==> config.mk <==
export PLATFORM = sky130hd
export DESIGN_NAME = mem_bus_responder
export DESIGN_NICKNAME = d
export VERILOG_FILES = /design/src/rtl/mem_bus_responder.sv
export SDC_FILE = /design/constraint.sdc
export NUM_CORES = 1
export LEC_CHECK = 0
export CAP_MARGIN = 15
export CORE_ASPECT_RATIO = 1.2
export CORE_MARGIN = 5
export CORE_UTILIZATION = 55
export DETAILED_ROUTE_END_ITERATION = 8
export PLACE_DENSITY = 0.84
export SYNTH_ARGS = -nofsm -noshare
export SYNTH_HDL_FRONTEND = slang
export SYNTH_SLANG_ARGS = --single-unit
==> constraint.sdc <==
create_clock -name clk -period 4.9 [get_ports clk]
set_input_delay 1.225 -clock clk [delete_from_list [all_inputs] [get_ports clk]]
set_output_delay 1.225 -clock clk [all_outputs]
set_load 0.005 [all_outputs]
==> src/rtl/mem_bus_responder.sv <==
// mem_bus_responder: word-addressed register store answering bus loads/stores after programmable wait states
module mem_bus_responder #(
    parameter int ADDR_W      = 8,
    parameter int DATA_W      = 32,
    parameter int DEPTH       = 16,
    parameter int WAIT_STATES = 1
) (
    input  logic              clk,
    input  logic              rst,
    input  logic              req_valid,
    output logic              req_ready,
    input  logic              req_we,
    input  logic [ADDR_W-1:0] req_addr,
    input  logic [DATA_W-1:0] req_wdata,
    input  logic [3:0]        req_wstrb,
    output logic              rsp_valid,
    input  logic              rsp_ready,
    output logic [DATA_W-1:0] rsp_rdata,
    output logic              rsp_err
);
    localparam int IW = DEPTH > 1 ? $clog2(DEPTH) : 1;
    typedef enum logic [1:0] {S_IDLE, S_WAIT, S_RESP} state_t;
    state_t            state_q, state_d;
    logic [3:0]        cnt_q, cnt_d;
    logic              we_q, we_d;
    logic [ADDR_W-1:0] addr_q, addr_d;
    logic [DATA_W-1:0] wdata_q, wdata_d;
    logic [3:0]        wstrb_q, wstrb_d;
    logic [DATA_W-1:0] rdata_q, rdata_d;
    logic              err_q, err_d;
    logic [DATA_W-1:0] mem_q [DEPTH];
    logic [DATA_W-1:0] mem_d [DEPTH];
    logic              commit, c_we, bad;
    logic [ADDR_W-1:0] c_addr;
    logic [DATA_W-1:0] c_wdata;
    logic [3:0]        c_wstrb;
    logic [IW-1:0]     idx;
    // With zero wait states the commit happens on the accept edge, so it must use the live request
    assign c_we      = state_q == S_IDLE ? req_we : we_q;
    assign c_addr    = state_q == S_IDLE ? req_addr : addr_q;
    assign c_wdata   = state_q == S_IDLE ? req_wdata : wdata_q;
    assign c_wstrb   = state_q == S_IDLE ? req_wstrb : wstrb_q;
    assign idx       = c_addr[IW+1:2];
    assign bad       = c_addr[1:0] != 2'b00 || {1'b0, c_addr[ADDR_W-1:2]} >= (ADDR_W-1)'(DEPTH);
    assign req_ready = state_q == S_IDLE;
    assign rsp_valid = state_q == S_RESP;
    assign rsp_rdata = rdata_q;
    assign rsp_err   = err_q;
    always_comb begin
        state_d = state_q;
        cnt_d   = cnt_q;
        we_d    = we_q;
        addr_d  = addr_q;
        wdata_d = wdata_q;
        wstrb_d = wstrb_q;
        rdata_d = rdata_q;
        err_d   = err_q;
        mem_d   = mem_q;
        commit  = 1'b0;
        unique case (state_q)
            S_IDLE: if (req_valid) begin
                we_d    = req_we;
                addr_d  = req_addr;
                wdata_d = req_wdata;
                wstrb_d = req_wstrb;
                if (WAIT_STATES == 0) begin
                    state_d = S_RESP;
                    commit  = 1'b1;
                end else begin
                    state_d = S_WAIT;
                    cnt_d   = 4'(WAIT_STATES - 1);
                end
            end
            S_WAIT: if (cnt_q == 4'd0) begin
                state_d = S_RESP;
                commit  = 1'b1;
            end else begin
                cnt_d = cnt_q - 4'd1;
            end
            S_RESP: state_d = rsp_ready ? S_IDLE : S_RESP;
            default: state_d = S_IDLE;
        endcase
        if (commit) begin
            err_d   = bad;
            rdata_d = (!c_we && !bad) ? mem_q[idx] : '0;
            if (c_we && !bad)
                for (int b = 0; b < 4; b++)
                    if (c_wstrb[b]) mem_d[idx][8*b +: 8] = c_wdata[8*b +: 8];
        end
    end
    always_ff @(posedge clk) begin
        if (rst) begin
            state_q <= S_IDLE;
            cnt_q   <= '0;
            we_q    <= 1'b0;
            addr_q  <= '0;
            wdata_q <= '0;
            wstrb_q <= '0;
            rdata_q <= '0;
            err_q   <= 1'b0;
            mem_q   <= '{default: '0};
        end else begin
            state_q <= state_d;
            cnt_q   <= cnt_d;
            we_q    <= we_d;
            addr_q  <= addr_d;
            wdata_q <= wdata_d;
            wstrb_q <= wstrb_d;
            rdata_q <= rdata_d;
            err_q   <= err_d;
            mem_q   <= mem_d;
        end
    end
endmodule
==> results of run 1 <==
[per-layer routing]
layer,routed length (um),up-vias,share of wire,GRT usage
met1,27400,10100,0.40,0.333
met5,0,-,0,0
met3,5360,180,0.078,0.0427
met2,33500,1012,0.49,0.447
li1,-,9817,-,-
met4,2170,0,0.032,0.0972
[cell families (layout without fill, tap and decap cells)]
kind of cell | count (synthesis) | after routing | share of synthesized area
flip-flops | 596 | 596 | 0.467
AO/OA/AOI/OAI | 992 | 992 | 0.275
adder cells (fa/ha/maj) | 2 | 2 | 0.000979
multiplexers | 37 | 37 | 0.0165
buffers and inverters | 292 | 273 | 0.0778
AND/OR/NAND/NOR | 762 | 762 | 0.162
XOR/XNOR | 2 | 2 | 0.000686
[worst max-delay path: stages, from the launching register on]
cell,delay (ps)
dfxtp_1,380
or2_1,490
inv_4,550
clkdlybuf4s50_1,620
[worst max path at each step]
stage	startpoint	depth (start not counted)	slack, ps	to
after CTS	state_q[1]$_SDFFE_PP0P_	3	1030	req_ready
final	state_q[1]$_SDFFE_PP0P_	3	1030	req_ready
after global routing	state_q[1]$_SDFFE_PP0P_	3	930	req_ready
after floorplan	req_addr[3]	7	1880	mem_q[470]$_SDFFE_PP0P_
after global placement	req_addr[2]	9	690	rsp_rdata[13]$_SDFFE_PP0P_
after detailed placement	req_addr[2]	9	620	rsp_rdata[15]$_SDFFE_PP0P_
[sequential cells by signal, indices dropped and copies added (netlist names)]
signal and flops:
mem_q 512, rsp_rdata 32, wdata_q 32, addr_q 8, cnt_q 4, wstrb_q 4, state_q 2, rsp_err 1
we_q 1
[synthesized netlist by cell type (all sizes together) (2+ instances only)]
library cell / n
a31oi: 6
o21ai: 162
a211oi: 512
nor4b: 2
nor3: 6
o21a: 2
inv: 24
dfxtp: 596
nor2: 516
nand2b: 5
nor4: 62
nand4: 31
or4: 2
o22ai: 256
mux2i: 37
nand3: 4
nor2b: 2
a21oi: 49
clkbuf: 117
nand2: 126
ha: 2
buf: 151
[power by group through the flow]
stage	Clock [mW]	Combinational [mW]	Sequential (mW)
floorplan	0	0.937	5.02
global placement	0	1.29	5.03
detailed placement	0	1.31	5.03
CTS	4.47	1.32	4.92
global route	4.68	1.43	4.93
finish	4.46	1.36	4.92
[area by class of cell]
type | instances | area [um2]
timing repair buffer | 152 | 1460
tap | 616 | 771
multi-input combinational | 1795 | 11700
inverter | 24 | 92.6
clock buffer | 75 | 1560
sequential | 596 | 11900
fill | 3630 | 18100
clock inverter | 22 | 308
[stage by stage]
| stage | cells | cell area (um2) | util |
|---|---|---|---|
| after floorplan | 2683 | 25600 | - |
| after global placement | 3180 | 25900 | 0.565 |
| after detailed placement | 3180 | 25900 | 0.565 |
| after CTS | 3277 | 27800 | 0.605 |
| after global routing | 3280 | 27900 | 0.606 |
| final | 3280 | 27900 | 0.606 |
[cell usage in the layout (no fill, tap or decap), types with 7 or more instances in the layout]
| cell type | netlist | routed |
|---|---|---|
| a211oi_1 | 440 | 440 |
| a211oi_2 | 72 | 72 |
| a21oi_1 | 49 | 48 |
| buf_12 | 7 | 7 |
| buf_4 | 35 | 60 |
| bufinv_16 | 0 | 7 |
| clkbuf_1 | 117 | 9 |
| clkbuf_16 | 0 | 55 |
| clkbuf_8 | 0 | 11 |
| clkdlybuf4s50_1 | 0 | 82 |
| clkinv_2 | 0 | 11 |
| dfxtp_1 | 596 | 596 |
| inv_1 | 23 | 23 |
| mux2i_1 | 33 | 23 |
| mux2i_2 | 0 | 10 |
| nand2_1 | 126 | 125 |
| nand4_1 | 31 | 31 |
| nor2_1 | 508 | 508 |
| nor2_2 | 8 | 8 |
| nor4_4 | 60 | 60 |
| o21ai_0 | 47 | 44 |
| o21ai_1 | 115 | 115 |
| o22ai_1 | 256 | 256 |
==> results.cfg, run 1 <==
[run_status]
status = finished clean

[yosys]
synth_cells = 2683
synth_cell_type_count = 50
synth_area_leaders = dfxtp_1 (47%), a211oi_1 (13%), nor2_1 (7.5%), o22ai_1 (6.3%), nor4_4 (5.0%)
yosys.area.top_type_share = 0.467
synth_area_leader_cell = dfxtp_1
syn_avg_cell_area_um2 = 9.52
synth.net_count = 2734
synth-main-ff-cell = dfxtp_1
seq_area_frac_synth = 0.467
synth-edff-count = 0
yosysWarnings = 0
async_flop_share = 0
synth_seq_cells = 596
synth_area_um2 = 25600

[sta]
rsz0062_at_grt = no
maxSlewHeadroom = 0.170
hold_violations = 0
setup_tns_ps = 0
min_period_over_period = 0.789
finalMaxSlewViolations = 0
timing.final.ws_setup_ps = 1030
fin_crit_ps = 3870
final-setup-viol-count = 0
worstMarginPinSlew_ps = 1250
whs_ps = 450
max_clock_freq_mhz = 259
skew_ps = 19.1

[clock_tree]
cts_setup_buffers = 0
tritoncts = yes
holdBufCountCts = 0
cts_buffers = 54
clockRootBuffer = clkbuf_16
cts_buffer_depth = 3
h-tree-depth = 2
cts_resized = 0
cts.sinks = 596
clk_pin_slew_ps = 60
clk_latency_ps = 590

[floorplanning]
ioPinCount = 84
design.core.area_um2 = 45900
start_util = 0.556
dieWidth_um = 207
fp.dieH_um = 246
die-area_um2 = 50900
rows = 86

[placement]
port_buffers = 83
place_worst_setup_slack_ps = 616
hpwl_um = 41800
gp_congestion = 0.880

[power]
p_int_mw = 7.89
swShare = 0.265
switchingPower_mw = 2.85
power_density_nw_per_um2 = 386
clockPowerShare = 0.415
total_leakage_power_nw = 8.67
total_power_mw = 10.7
pwr-share-comb = 0.126
pwr-share-seq = 0.459
peakVddDrop_mv = 0.301

[grt]
grt_max_degree = 248
antenna_found_initial = 1
grt_pass1_wl_um = 110000
overflow = 0
grt_pass1_vias = 20800
grt_usage = 0.262

[drt]
wl_um = 68500
dr.pass1.iters = 9
vias = 21100
drt_iter0_drc = 2198
routed_via_density = 6.44
drc_errors = 0
final_antenna_net_count = 0
post_drt_wl_per_cell_um = 20.9

[worst_hold_path]
holdPathStages = 2
hold_end = rsp_rdata[17]$_SDFFE_PP0P_
min_from = rsp_rdata[17]$_SDFFE_PP0P_
hp-class = reg -> reg

[final_layout]
num_antenna_cells = 0
drive_gt1_frac = 0.126
syn2layout_area_growth_pct = 9.00
layout.nets = 2674

[critical_path]
reg2reg_setup_slack_ps = 1250
worst_ep_required_time_ps = 3670
r2r-start = cnt_q[0]$_SDFFE_PP0P_
worstPathArrival_ps = 2640
reg2regPathDepth = 9
endpoint_kind = primary output
crit_path_max_fanout = 30
r2r_end = mem_q[168]$_SDFFE_PP0P_
path_class = reg -> out
worst_setup_path_start_kind = flop

[run]
drv_cap = 0
Note: power is estimated with default switching activity, not from simulation.
==> run 2: changes to the inputs <==
--- a/config.mk
+++ b/config.mk
@@ -10,7 +10,7 @@
 export CORE_MARGIN = 5
 export CORE_UTILIZATION = 55
 export DETAILED_ROUTE_END_ITERATION = 8
-export PLACE_DENSITY = 0.84
+export PLACE_DENSITY = 0.87
 export SYNTH_ARGS = -nofsm -noshare
 export SYNTH_HDL_FRONTEND = slang
 export SYNTH_SLANG_ARGS = --single-unit
==> constraint.sdc (replaced) <==
create_clock -name clk -period 3.45 [get_ports clk]
set_input_delay 0.8625 -clock clk [delete_from_list [all_inputs] [get_ports clk]]
set_output_delay 0.8625 -clock clk [all_outputs]
set_load 0.005 [all_outputs]
==> run 2 against run 1 <==
Sequential power rose by 42%. Power is 41% higher. Cell count is 2.9% higher. Worst setup slack got worse by 930 ps. Via count rose by 5.3%. Critical endpoint unchanged. Largest power group unchanged. Highest routed layer unchanged.
==> results.cfg, run 2 (synthesized netlist as in run 1, its figures left out) <==
[drt]
final_antenna_net_count = 0
dr.pass1.iters = 6
drc_errors = 0
drt_iter0_drc = 2637
wl_um = 72600
vias = 22200
routed_via_density = 6.59
post_drt_wl_per_cell_um = 21.5

[placement]
place_worst_setup_slack_ps = -115
gp_congestion = 0.891
hpwl_um = 43800
dpl_cell_area_um2 = 26900
port_buffers = 83
dp_cells = 3255

[clock_tree]
clk_pin_slew_ps = 70
clockRootBuffer = clkbuf_16
tritoncts = yes
cts_buffers = 54
holdBufCountCts = 0
cts_setup_buffers = 0
clk_latency_ps = 600
cts_buffer_depth = 3
cts.sinks = 596
h-tree-depth = 2
cts_resized = 0

[critical_path]
path_class = reg -> out
crit_path_max_fanout = 21
worst_setup_path_start_kind = flop
endpoint_kind = primary output
worstPathArrival_ps = 2480
worst_ep_required_time_ps = 2590

[sta]
timing.final.ws_setup_ps = 108
finalMaxSlewViolations = 0
final-setup-viol-count = 0
maxSlewHeadroom = 0.271
hold_violations = 0
worstMarginPinSlew_ps = 1070
setup_tns_ps = 0
fin_crit_ps = 3340
max_clock_freq_mhz = 299
skew_ps = 19.9
min_period_over_period = 0.969
whs_ps = 444

[floorplanning]
rows = 86
design.core.area_um2 = 45900
fp.dieH_um = 246
dieWidth_um = 207
start_util = 0.556
die-area_um2 = 50900
ioPinCount = 84

[run_status]
status = finished clean

[grt]
antenna_found_initial = 0
grt_usage = 0.265
grt_pass1_wl_um = 111000
overflow = 0
grt_max_degree = 200
grt_pass1_vias = 21700

[final_layout]
layout.nets = 2773
drive_gt1_frac = 0.154
fin_area_um2 = 29000
fin_util = 0.631
syn2layout_area_growth_pct = 13.4
layout_commonest_cell = dfxtp_1
largest_register_ffs = 512
post_layout_nonfiller_instances = 3374
top_register = mem_q
final_cell_mix = dfxtp_1 (596), nor2_1 (508), a211oi_1 (440), o22ai_1 (256), nand2_1 (125)
num_antenna_cells = 0

[run]
drv_cap = 0

[power]
peakVddDrop_mv = 0.445
total_power_mw = 15.1
total_leakage_power_nw = 9.28
power_density_nw_per_um2 = 522

[worst_hold_path]
hp-class = reg -> reg
-- run 2: changes by cell type in the layout (fill, tap and decap cells not counted), sizes merged --
| cell | delta |
|---|---|
| bufinv | -2 |
| clkinv | -5 |
| clkbuf | +1 |
| inv | +1 |
| buf | +99 |
-- run 2: report_power, final --
group / switching, mW / internal [mW]
Combinational: 1.39 / 0.665
Clock: 2.58 / 3.50
Sequential: 0.0498 / 6.94
Total: 4.02 / 11.1
-- run 2: layer usage --
layer	track usage	part of all wire	vias to the layer above
met5	0	0	-
met4	0.137	0.049	0
met3	0.0425	0.087	299
met2	0.447	0.49	1302
met1	0.326	0.38	10600
li1	-	-	10000
-- run 2: area by class of cell --
cell class	instances	area (um2)
clock inverters	16	224
well taps	616	771
fillers	3338	17000
clock buffers	76	1550
flip-flops and latches	596	11900
multi-input cells	1795	11700
inverters	24	92.6
repair buffers	251	2700
-- run 2: critical path, stage by stage, from the launching register on --
cell	delay (ps)
dfxtp_1	390
or2_1	300
inv_4	330
buf_4	310
clkdlybuf4s50_1	540
-- run 2: worst paths after layout --
path	endpoint	slack [ps]	from	cells past startpoint
worst max-delay path	req_ready	110	state_q[1]$_SDFFE_PP0P_	4
worst min-delay path	rsp_rdata[27]$_SDFFE_PP0P_	440	rsp_rdata[27]$_SDFFE_PP0P_	2
worst max register to register	mem_q[307]$_SDFFE_PP0P_	140	cnt_q[0]$_SDFFE_PP0P_	9
worst min register to register	rsp_rdata[27]$_SDFFE_PP0P_	440	rsp_rdata[27]$_SDFFE_PP0P_	2
